===== src/rtl/muldiv_seq_if.sv =====
// -----------------------------------------------------------------------------
// muldiv_seq_if
// Bundle of the handshake and data signals between the EX stage / hazard unit
// and the multi-cycle multiply/divide sequencer.
//   master : datapath side  - drives start/op/src_a/src_b/hi_we/lo_we/wdata,
//                             observes busy/done/div_by_zero/hi/lo
//   slave  : muldiv_seq     - the reverse direction
// -----------------------------------------------------------------------------
interface muldiv_seq_if #(
    parameter int DATA_W = 32
);
    logic              start;
    logic [1:0]        op;          // 00 mult, 01 multu, 10 div, 11 divu
    logic [DATA_W-1:0] src_a;       // multiplicand / dividend
    logic [DATA_W-1:0] src_b;       // multiplier / divisor
    logic              hi_we;       // mthi
    logic              lo_we;       // mtlo
    logic [DATA_W-1:0] wdata;
    logic              busy;
    logic              done;
    logic              div_by_zero;
    logic [DATA_W-1:0] hi;
    logic [DATA_W-1:0] lo;

    modport master (
        output start, op, src_a, src_b, hi_we, lo_we, wdata,
        input  busy, done, div_by_zero, hi, lo
    );

    modport slave (
        input  start, op, src_a, src_b, hi_we, lo_we, wdata,
        output busy, done, div_by_zero, hi, lo
    );
endinterface


===== src/rtl/muldiv_seq.sv =====
// -----------------------------------------------------------------------------
// muldiv_seq
// Iterative MIPS multiply/divide unit with the HI/LO register pair.
// Executes mult/multu (shift-add) and div/divu (restoring division) one bit
// per cycle, services mthi/mtlo while idle and exposes HI/LO for mfhi/mflo.
// Ports:
//   clk  - system clock
//   rst  - synchronous active-high reset
//   bus  - muldiv_seq_if.slave: start/op/src_a/src_b/hi_we/lo_we/wdata in,
//          busy/done/div_by_zero/hi/lo out (all outputs registered)
// -----------------------------------------------------------------------------
module muldiv_seq #(
    parameter int DATA_W = 32
) (
    input  logic         clk,
    input  logic         rst,
    muldiv_seq_if.slave  bus
);

    localparam int CNT_W = $clog2(DATA_W + 1);

    typedef enum logic [1:0] {IDLE, CALC, FIX, FIN} state_t;

    state_t              state_q;
    logic                is_div_q;
    logic                neg_res_q;    // product / quotient must be negated
    logic                neg_rem_q;    // remainder takes the dividend's sign
    logic [DATA_W-1:0]   opnd_q;       // multiplicand or divisor magnitude
    logic [2*DATA_W-1:0] acc_q;        // {hi part, lo part} / {remainder, quotient}
    logic [CNT_W-1:0]    cnt_q;
    logic [DATA_W-1:0]   hi_q, lo_q;
    logic                busy_q, done_q, dbz_q;

    // Start-cycle operand decode: signed ops work on magnitudes.
    logic              a_neg, b_neg;
    logic [DATA_W-1:0] a_mag, b_mag;

    // One iteration of the datapath and the sign-corrected result.
    logic [DATA_W:0]     mul_sum;
    logic [DATA_W:0]     div_trial;
    logic [2*DATA_W-1:0] acc_d;
    logic [2*DATA_W-1:0] prod_fix;
    logic [DATA_W-1:0]   quo_fix, rem_fix;
    logic [DATA_W-1:0]   res_hi_d, res_lo_d;

    always_comb begin
        // NOTE: every combinational output gets a value on every path, so no latch is inferred.
        a_neg = ~bus.op[0] & bus.src_a[DATA_W-1];
        b_neg = ~bus.op[0] & bus.src_b[DATA_W-1];
        a_mag = a_neg ? -bus.src_a : bus.src_a;
        b_mag = b_neg ? -bus.src_b : bus.src_b;

        // Multiply: add multiplicand into the upper half when the current
        // multiplier bit is set, then shift the whole accumulator right.
        mul_sum = {1'b0, acc_q[2*DATA_W-1:DATA_W]}
                + {1'b0, opnd_q & {DATA_W{acc_q[0]}}};

        // Divide: shift {rem, quo} left by one and try subtracting the divisor
        // from the widened remainder; keep the difference if it did not borrow.
        div_trial = {acc_q[2*DATA_W-1:DATA_W], acc_q[DATA_W-1]} - {1'b0, opnd_q};

        if (is_div_q) begin
            if (div_trial[DATA_W])
                acc_d = {acc_q[2*DATA_W-2:0], 1'b0};
            else
                acc_d = {div_trial[DATA_W-1:0], acc_q[DATA_W-2:0], 1'b1};
        end else begin
            acc_d = {mul_sum, acc_q[DATA_W-1:1]};
        end

        prod_fix = neg_res_q ? -acc_q : acc_q;
        quo_fix  = neg_res_q ? -acc_q[DATA_W-1:0] : acc_q[DATA_W-1:0];
        rem_fix  = neg_rem_q ? -acc_q[2*DATA_W-1:DATA_W] : acc_q[2*DATA_W-1:DATA_W];

        res_hi_d = is_div_q ? rem_fix : prod_fix[2*DATA_W-1:DATA_W];
        res_lo_d = is_div_q ? quo_fix : prod_fix[DATA_W-1:0];
    end

    always_ff @(posedge clk) begin
        if (rst) begin
            // NOTE: sequential state uses non-blocking assignments so every register samples pre-edge values.
            state_q   <= IDLE;
            is_div_q  <= 1'b0;
            neg_res_q <= 1'b0;
            neg_rem_q <= 1'b0;
            opnd_q    <= '0;
            acc_q     <= '0;
            cnt_q     <= '0;
            hi_q      <= '0;
            lo_q      <= '0;
            busy_q    <= 1'b0;
            done_q    <= 1'b0;
            dbz_q     <= 1'b0;
        end else begin
            done_q <= 1'b0;
            dbz_q  <= 1'b0;
            case (state_q)
                IDLE: begin
                    if (bus.start) begin
                        // start has priority: concurrent mthi/mtlo are dropped
                        is_div_q <= bus.op[1];
                        if (bus.op[1] && bus.src_b == '0) begin
                            // zero divisor: no iteration, HI/LO untouched
                            state_q <= FIN;
                            done_q  <= 1'b1;
                            dbz_q   <= 1'b1;
                        end else begin
                            neg_res_q <= a_neg ^ b_neg;
                            neg_rem_q <= a_neg;
                            opnd_q    <= bus.op[1] ? b_mag : a_mag;
                            acc_q     <= {{DATA_W{1'b0}}, (bus.op[1] ? a_mag : b_mag)};
                            cnt_q     <= CNT_W'(DATA_W);
                            busy_q    <= 1'b1;
                            state_q   <= CALC;
                        end
                    end else begin
                        if (bus.hi_we) hi_q <= bus.wdata;
                        if (bus.lo_we) lo_q <= bus.wdata;
                    end
                end
                CALC: begin
                    acc_q <= acc_d;
                    cnt_q <= cnt_q - 1'b1;
                    if (cnt_q == CNT_W'(1)) state_q <= FIX;
                end
                FIX: begin
                    hi_q    <= res_hi_d;
                    lo_q    <= res_lo_d;
                    busy_q  <= 1'b0;
                    done_q  <= 1'b1;
                    state_q <= FIN;
                end
                FIN: begin
                    // any start seen here is deliberately ignored
                    state_q <= IDLE;
                end
                default: state_q <= IDLE;
            endcase
        end
    end

    assign bus.busy        = busy_q;
    assign bus.done        = done_q;
    assign bus.div_by_zero = dbz_q;
    assign bus.hi          = hi_q;
    assign bus.lo          = lo_q;

endmodule


===== src/flat_wrapper.sv =====
// flat-port wrapper written by rule: the top's interface ports become plain ports
module muldiv_seq_flat 
#(
    parameter int DATA_W = 32
)
  (clk, rst, bus_start, bus_op, bus_src_a, bus_src_b, bus_hi_we, bus_lo_we, bus_wdata, bus_busy, bus_done, bus_div_by_zero, bus_hi, bus_lo);
  muldiv_seq_if #(.DATA_W(DATA_W)) bus_i ();
  input  logic clk;
  input  logic rst;
  input wire logic [$bits(bus_i.start)-1:0] bus_start;
  input wire logic [$bits(bus_i.op)-1:0] bus_op;
  input wire logic [$bits(bus_i.src_a)-1:0] bus_src_a;
  input wire logic [$bits(bus_i.src_b)-1:0] bus_src_b;
  input wire logic [$bits(bus_i.hi_we)-1:0] bus_hi_we;
  input wire logic [$bits(bus_i.lo_we)-1:0] bus_lo_we;
  input wire logic [$bits(bus_i.wdata)-1:0] bus_wdata;
  output wire logic [$bits(bus_i.busy)-1:0] bus_busy;
  output wire logic [$bits(bus_i.done)-1:0] bus_done;
  output wire logic [$bits(bus_i.div_by_zero)-1:0] bus_div_by_zero;
  output wire logic [$bits(bus_i.hi)-1:0] bus_hi;
  output wire logic [$bits(bus_i.lo)-1:0] bus_lo;
  assign bus_i.start = bus_start;
  assign bus_i.op = bus_op;
  assign bus_i.src_a = bus_src_a;
  assign bus_i.src_b = bus_src_b;
  assign bus_i.hi_we = bus_hi_we;
  assign bus_i.lo_we = bus_lo_we;
  assign bus_i.wdata = bus_wdata;
  assign bus_busy = bus_i.busy;
  assign bus_done = bus_i.done;
  assign bus_div_by_zero = bus_i.div_by_zero;
  assign bus_hi = bus_i.hi;
  assign bus_lo = bus_i.lo;
  muldiv_seq #(.DATA_W(DATA_W)) u_core (.clk(clk), .rst(rst), .bus(bus_i));
endmodule

===== config.mk =====
export PLATFORM = sky130hd
export DESIGN_NAME = muldiv_seq_flat
export DESIGN_NICKNAME = d
export VERILOG_FILES = /design/src/rtl/muldiv_seq_if.sv /design/src/rtl/muldiv_seq.sv /design/src/flat_wrapper.sv
export SDC_FILE = /design/constraint.sdc
export NUM_CORES = 1
export LEC_CHECK = 0
export ABC_AREA = 1
export CORE_MARGIN = 5
export CORE_UTILIZATION = 50
export CTS_CLUSTER_DIAMETER = 150
export DETAILED_ROUTE_END_ITERATION = 16
export DONT_BUFFER_PORTS = 1
export PLACE_DENSITY = 0.61
export SLEW_MARGIN = 20
export SYNTH_ARGS = -nofsm -noshare
export SYNTH_HDL_FRONTEND = slang
export SYNTH_SLANG_ARGS = --single-unit

===== constraint.sdc =====
create_clock -name clk -period 6 [get_ports clk]
set_clock_uncertainty 0.15 [all_clocks]
set_input_delay 0 -clock clk [delete_from_list [all_inputs] [get_ports clk]]
set_output_delay 0 -clock clk [all_outputs]
set_load 0.02 [all_outputs]

==> results of run 1 <==
==> sequential cells by signal, indices dropped and copies added (netlist names) <==
register and count:
u_core.acc_q 64, u_core.bus.busy 1, u_core.bus.div_by_zero 1, u_core.bus.done 1, u_core.bus.hi 32, u_core.bus.lo 32, u_core.cnt_q 6, u_core.is_div_q 1
u_core.neg_rem_q 1, u_core.neg_res_q 1, u_core.opnd_q 32, u_core.state_q 2
==> area by class of cell <==
cell class | count | area (um^2)
clock inverter | 13 | 136.4
timing repair buffer | 171 | 1702
tap | 468 | 585.6
clock buffer | 19 | 452.9
sequential | 174 | 3490
inverter | 534 | 2006
multi-input combinational | 2573 | 12400
fill | 3817 | 15750
==> power by group through the flow <==
stage	Combinational, W	Sequential, W	Clock [W]
2_1_floorplan	0.00385	0.00193	0
3_3_place_gp	0.00498	0.00223	0
3_5_place_dp	0.00503	0.00223	0
4_1_cts	0.00524	0.00221	0.00115
5_1_grt	0.00598	0.00227	0.00120
6_report	0.00541	0.00225	0.00115
==> worst min path at each step <==
stage,from,endpoint,cells past startpoint
after floorplan,bus_wdata[11],u_core.bus.hi[11],2
after global placement,rst,u_core.acc_q[48],1
after detailed placement,rst,u_core.acc_q[48],1
after CTS,bus_src_b[20],u_core.acc_q[22],5
after global routing,bus_op[0],u_core.neg_rem_q,3
final,bus_src_a[0],u_core.opnd_q[2],6
==> layer usage <==
metal  vias up  wire [um]
li1      11080          -
met1     10560      34190
met2      1330      33130
met3       204      10300
met4         2       3767
met5         -         13
==> synthesized netlist by cell type (3+ instances only) <==
cell         n
nand3b_1    10
nor4_1       7
buf_4        9
nor3_1      27
or2_2       10
o21ai_1     25
nand3_2      5
nor2_1     290
inv_2        6
nor2_2       8
ha_1        73
o21bai_1     5
nand2_1   1038
and3_1       3
nor2_4       3
o21ai_0    225
inv_1      525
a31oi_1     34
dfxtp_1    174
o31ai_1      4
xor2_1      42
a21oi_1    309
xnor2_1     19
nand3_1    335
o211ai_1    24
nand4_1     45
buf_6        6
and2_1       4
clkbuf_1    83
nand2_2     11
buf_2       17
buf_1       16
==> kinds of logic (layout without fill, tap and decap cells) <==
family | count (synthesis) | count (layout)
simple gates | 1800 | 1800
buf+inv | 665 | 737
compound gates | 637 | 637
flops | 174 | 174
fa+ha+maj | 75 | 75
xor+xnor | 61 | 61
==> through the flow <==
step,instances,worst slack (ns),util (%)
2_1_floorplan,3412,3.330,-
3_3_place_gp,3767,2.500,50.98
3_5_place_dp,3767,2.462,50.98
4_1_cts,3952,2.088,56.88
5_1_grt,3952,1.817,56.88
6_report,3952,1.998,56.88
==> worst reg2reg max path, cell delays in order, from the launching register on <==
cell	delay, ns
dfxtp_1	0.48
inv_1	0.14
ha_1	0.25
fa_1	0.46
inv_1	0.14
nand3_1	0.09
nand2_2	0.12
nand2_1	0.07
nand2_2	0.10
nand2_1	0.07
nand2_2	0.08
nand2_2	0.09
nand2_2	0.09
nand2_1	0.06
nand2_2	0.53
nand2_1	0.11
nand3_1	0.19
nand2_1	0.07
a21oi_1	0.12
dlygate4sd3_1	0.55
==> metrics.md, run 1 <==
| Metric | Value |
|---|---|
| CP Cell Sequence | `dlygate4sd3_1 > inv_1 > ha_1 > nand3_1 > nor2_2 > nand2_1 > nor2_1 > nand2_1 > nand2_2 > dlygate4sd3_1 > nand2_1 > nand2_2 > inv_2 > nand2_1 > inv_1 > nand2_1 > a21oi_1 > dlygate4sd3_1` |
| R2R Setup Slk | `2.00 ns` |
| Crit path buf inv count | `6` |
| Post-synth EDFFs | `0` |
| Setup crit end | `u_core.acc_q[48]` |
| Grt total ovfl | `0` |
| Crit Path Category | `in2reg` |
| Switching Power | `between 0.005 and 0.006 W` |
| Initial DRT Pass Iterations | `7` |
| Critical path data required time | `about 6.2 ns` |
| Tightest Pin Transition | `~0.99 ns` |
| Commonest non-fill, non-tap cells in the layout | `1038 x nand2_1, 521 x inv_1, 335 x nand3_1` |
| Clock sinks | `174` |
| Fin area | `just over 0.02 mm^2` |
| Post-CTS Setup Inserts | `0` |
| Worst hold-check slack | `0.02314 ns` |
| Pint | `~0.0037 W` |
| Largest family of logic cells by synthesized area | `simple AND/OR/NAND/NOR gates` |
| Maxcap violations | `0` |
| Vias per cell | `5.863` |
| Worst-Skew Late Latency | `0.45 ns` |
| Clock power share | `13.0%` |
| FFs w/ async S/R, synth | `0%` |
| Share of layout cells above drive strength 1 | `3.215%` |
| Startpoint Class | `input pin` |
| Crit path depth | `18` |
| RSZ-0062 raised after global routing | `no` |
| Synth Flop Type | `dfxtp_1` |
| CP Capture Type | `register` |
| CTS root buf | `clkbuf_16` |
| Cells after Synth | `3412` |
| Commonest non-fill, non-tap cell in the layout | `nand2_1` |
| Syn_area_per_cell | `around 5.4 um^2` |
| Maximum vdd drop | `0.2602 mV` |
| Die height | `202.3 um` |
| Most common cell on crit path | `nand2_1` |
| Io pins | `170` |
| Total CTS buffers | `17` |
| TritonCTS clock tree | `done` |
| Max-slew violations | `0` |
| Synth top area share | `21.08%` |
| Ant. Diodes | `0` |
| Met3 Usage GRT | `10.88%` |
| Seq/Total Area, Yosys | `between 10% and 20%` |
| Critical Path AT | `about 4.2 ns` |
| DRT antenna net count | `0` |
| Final hold vios | `0` |
| Max Buffers Root-to-Sink | `2` |
| Setup-failing EPs final | `0` |
| Leak | `10.45 nW` |
| Grt met2 use | `55.40%` |
| Reg-to-reg startpoint | `u_core.acc_q[31]` |
| Compound-gate portion of the synthesized area | `18.16%` |
| Power Total | `0.008815 W` |
| Unique masters post-synth | `46` |
| Detailed placer's ending HPWL | `between 60 and 70 mm` |
| Hold Crit Class | `in2reg` |
| Die area | `0.04091 mm^2` |
| WL final | `81.40 mm` |
| Cell Area, Synth | `0.01848 mm^2` |
| Syn nets | `around 3600` |
| Clk slew on worst S/H paths | `around 0.08 ns` |
| Setup_tns | `0 ns` |
| Die width | `202.3 um` |
| Yosys reg bits | `between 150 and 200` |
| Wire per inst | `20.60 um` |
| Final nets | `3649` |
| Layer with the highest usage | `met2` |
| Largest net degree at the start of global routing | `between 90 and 100` |
| GRT met1 Usage | `52.50%` |
| PwrDens | `424.3 mW/mm^2` |
| Via Count | `23170` |
| GRT Overall Usage | `37.72%` |
| Synth Area in XOR/XNOR | `2.891%` |
| Starting Density | `between 50% and 60%` |
| Placed Area | `~0.019 mm^2` |
| Gp weighted congestion | `between 1 and 1.5` |
| Initial antenna violation count | `2` |
| Logic pwr share | `61.4%` |
| Area growth syn-to-layout | `12.41%` |
| Reg-to-reg endpoint | `u_core.acc_q[48]` |
| Largest cells by area after synthesis | `nand2_1 21%, dfxtp_1 19%, inv_1 11%` |
| 1st-iter DRT viols | `3070` |
| H-tree levels | `4` |
| Number of port buffers | `0` |
| # rows | `70` |
| Status | `complete, no violations` |
| Core Region | `around 0.037 mm^2` |
| Synth warn | `0` |
| Crit path max fanout | `21` |
| Post-CTS resize count | `0` |
| R2R depth | `19` |
| CP Launch Point | `bus_src_b[0]` |
| Mux cell area share after synthesis | `0%` |
| Simple-gate share of the synthesized area | `40.89%` |
| Switching Fraction | `a little under three fifths` |
| First-pass GRT wire length | `121.3 mm` |
| Max Fclk | `0.2499 GHz` |
| Post-route DRC | `0` |
| Rel. slew slack | `between 30 and 40%` |
| CP max-delay cell | `dlygate4sd3_1` |
| Max incr delay on CP | `0.56 ns` |
| Final period util | `between 60 and 70%` |
| Top Family by Delay on Critical Path | `buffers and inverters` |
| Synth area leader | `nand2_1` |
| Vias in the first global route | `between 20000 and 25000` |
| Share of power burned in registers | `25.6%` |
| Minimum clock period | `4.002 ns` |
| Synth Area in Adders | `5.159%` |
| CTS Hold Buffers Added | `153` |
Power figures use the tool's default switching activity.
==> run 2, diff against run 1 <==
==> constraint.sdc (replaced) <==
create_clock -name clk -period 3.7 [get_ports clk]
set_clock_uncertainty 0.15 [all_clocks]
set_input_delay 0 -clock clk [delete_from_list [all_inputs] [get_ports clk]]
set_output_delay 0 -clock clk [all_outputs]
set_load 0.02 [all_outputs]
==> metrics.md, run 2 (synthesized netlist as in run 1, its figures left out) <==
| Metric | Value |
|---|---|
| Die width | `202.3 um (unchanged)` |
| Grt total ovfl | `0 (unchanged)` |
| Worst-Skew Late Latency | `0.45 ns (about the same)` |
| Maximum vdd drop | `0.4277 mV (+64%)` |
| Post-CTS resize count | `0 (unchanged)` |
| Max Buffers Root-to-Sink | `2 (unchanged)` |
| Initial DRT Pass Iterations | `7 (unchanged)` |
| Reg-to-reg startpoint | `u_core.acc_q[31]` |
| Detailed placer's ending HPWL | `65.41 mm (+2.6%)` |
| CP Capture Type | `register` |
| R2R depth | `18 (-1)` |
| Share of layout cells above drive strength 1 | `3.880% (+0.67 points)` |
| GRT Overall Usage | `38.43% (+0.71 points)` |
| Total CTS buffers | `17 (unchanged)` |
| Fillers | `3817 (unchanged)` |
| Power Total | `0.01455 W (+65%)` |
| Setup-failing EPs final | `0 (unchanged)` |
| Max-slew violations | `0 (unchanged)` |
| Final nets | `3670 (+0.58%)` |
| Tightest Pin Transition | `1.012 ns (+0.01994 ns)` |
| Max FFs per register | `64 (unchanged)` |
| Via Count | `23460 (+1.2%)` |
| Vias per cell | `5.901 (+0.66%)` |
| 1st-iter DRT viols | `3029 (-1.3%)` |
| Number of port buffers | `0 (unchanged)` |
| CTS root buf | `clkbuf_16` |
| Reg with most FFs | `u_core.acc_q` |
| Vias in the first global route | `21360 (+3.8%)` |
| Core Region | `0.03652 mm^2 (unchanged)` |
| Crit Path Category | `in2reg` |
| Critical path data required time | `3.95 ns (-2.24 ns)` |
| PwrDens | `693.1 mW/mm^2 (+63%)` |
| Fin util | `57.48% (+0.59 points)` |
| Gp weighted congestion | `1.093 (+4.2%)` |
| Hold Crit Class | `in2reg` |
| Final period util | `a little over 90%` |
| # rows | `70 (unchanged)` |
| Sequential Area | `0.003488 mm^2 (about the same)` |
| Die area | `0.04091 mm^2 (unchanged)` |
| Final hold vios | `0 (unchanged)` |
| First-pass GRT wire length | `124.0 mm (+2.2%)` |
| Post-route DRC | `0 (unchanged)` |
| Largest net degree at the start of global routing | `67 (-27%)` |
| Crit path max fanout | `24 (+14%)` |
| CP Launch Point | `bus_src_a[31]` |
| WL final | `82.94 mm (+1.9%)` |
| Io pins | `170 (unchanged)` |
| Clk slew on worst S/H paths | `0.08 ns (about the same)` |
| Setup crit end | `u_core.opnd_q[30]` |
| TritonCTS clock tree | `done` |
| Die height | `202.3 um (unchanged)` |
| Max Fclk | `0.2895 GHz` |
| RSZ-0062 raised after global routing | `no` |
| Footprint of the multi-input gates | `0.01240 mm^2 (unchanged)` |
| Initial antenna violation count | `2 (unchanged)` |
| Commonest non-fill, non-tap cell in the layout | `nand2_1` |
| Reg-to-reg endpoint | `u_core.acc_q[38]` |
| Maxcap violations | `0 (unchanged)` |
| H-tree levels | `4 (unchanged)` |
| Status | `complete, no violations` |
| Wire per inst | `20.87 um (+1.3%)` |
| Placed Area | `0.01884 mm^2 (+1.2%)` |
| Leak | `10.58 nW (+1.2%)` |
| Minimum clock period | `3.454 ns` |
| DRT antenna net count | `0 (unchanged)` |
| Commonest non-fill, non-tap cells in the layout | `1038 x nand2_1, 523 x inv_1, 335 x nand3_1` |
| Rel. slew slack | `32.47% (-0.99 points)` |
| Clock sinks | `174 (unchanged)` |
| R2R Setup Slk | `0.42 ns (-1.58 ns)` |
| Fin area | `0.02099 mm^2 (+1.0%)` |
| Startpoint Class | `input pin` |
| Critical Path AT | `3.70 ns (-0.49 ns)` |
| Area growth syn-to-layout | `13.58%` |
| Post-CTS Setup Inserts | `0 (unchanged)` |
| Setup_tns | `0 ns (unchanged)` |
| Starting Density | `50.60% (unchanged)` |
-- run 2: changes by cell type in the layout (fill, tap and decap cells not counted), sizes merged --
cell         previous run  this run
diode                   0         2
buf                    20        46
dlygate4sd3           151       146
clkbuf                 19        17
inv                   540       539
clkinv                  7        10
-- run 2: area by class of cell --
type | count | area share [%]
Sequential cell | 174 | 16.62
Clock buffer | 17 | 2.027
Clock inverter | 15 | 0.9835
Antenna cell | 2 | 0.02384
Tap cell | 468 | 2.790
Multi-Input combinational cell | 2573 | 59.09
Inverter | 534 | 9.555
Timing Repair Buffer | 192 | 8.917
-- run 2: timing repair --
action	4_1_cts	5_1_grt
endpoints found under the setup margin	0	0
endpoints found under the hold margin	172	0
hold buffers	148	0
-- run 2: worst max-delay path, stage by stage --
cell	delay [ns]
dlygate4sd3_1	0.56
nand2_1	0.42
inv_1	0.51
buf_4	0.32
nand2_1	0.13
nand4_1	0.13
dlygate4sd3_1	0.60
a21oi_1	0.27
o21ai_0	0.13
dlygate4sd3_1	0.57
inv_1	0.05
-- run 2: routing by layer --
layer	track usage [%]	vias to the layer above	part of all wire (%)
met3	10.77	201	13
met5	0	-	0.0084
met1	53.38	10720	41
li1	-	11120	-
met4	16.10	2	4.8
met2	55.82	1409	41
-- run 2: how the worst min path moves through the flow --
| stage | start | cells past startpoint | to | slack (ns) |
|---|---|---|---|---|
| after global placement | rst | 1 | u_core.acc_q[33] | -0.05 |
| final | bus_src_b[30] | 6 | u_core.acc_q[30] | 0.04 |
| after global routing | bus_src_a[14] | 4 | u_core.acc_q[14] | 0.05 |
| after detailed placement | rst | 1 | u_core.acc_q[32] | -0.04 |
| after floorplan | bus_wdata[11] | 2 | u_core.bus.hi[11] | 0.03 |
| after CTS | bus_src_a[28] | 7 | u_core.acc_q[29] | 0.008 |
-- run 2: where the power goes --
group	internal (W)	leakage, nW	total, W	switching [W]
Combinational	0.00276	8.84	0.00903	0.00628
Clock	0.000940	0.304	0.00194	0.000999
Sequential	0.00246	1.43	0.00358	0.00112
-- run 2: metrics by stage --
| stage | setup slack, ns | hold WS, ns | instances |
|---|---|---|---|
| after floorplan | 1.030 | 0.03232 | 3412 |
| after global placement | 0.6539 | -0.04593 | 3793 |
| after detailed placement | 0.5028 | -0.04378 | 3793 |
| after CTS | 0.3594 | 0.007961 | 3973 |
| after global routing | 0.1274 | 0.04874 | 3973 |
| final | 0.2456 | 0.04102 | 3975 |
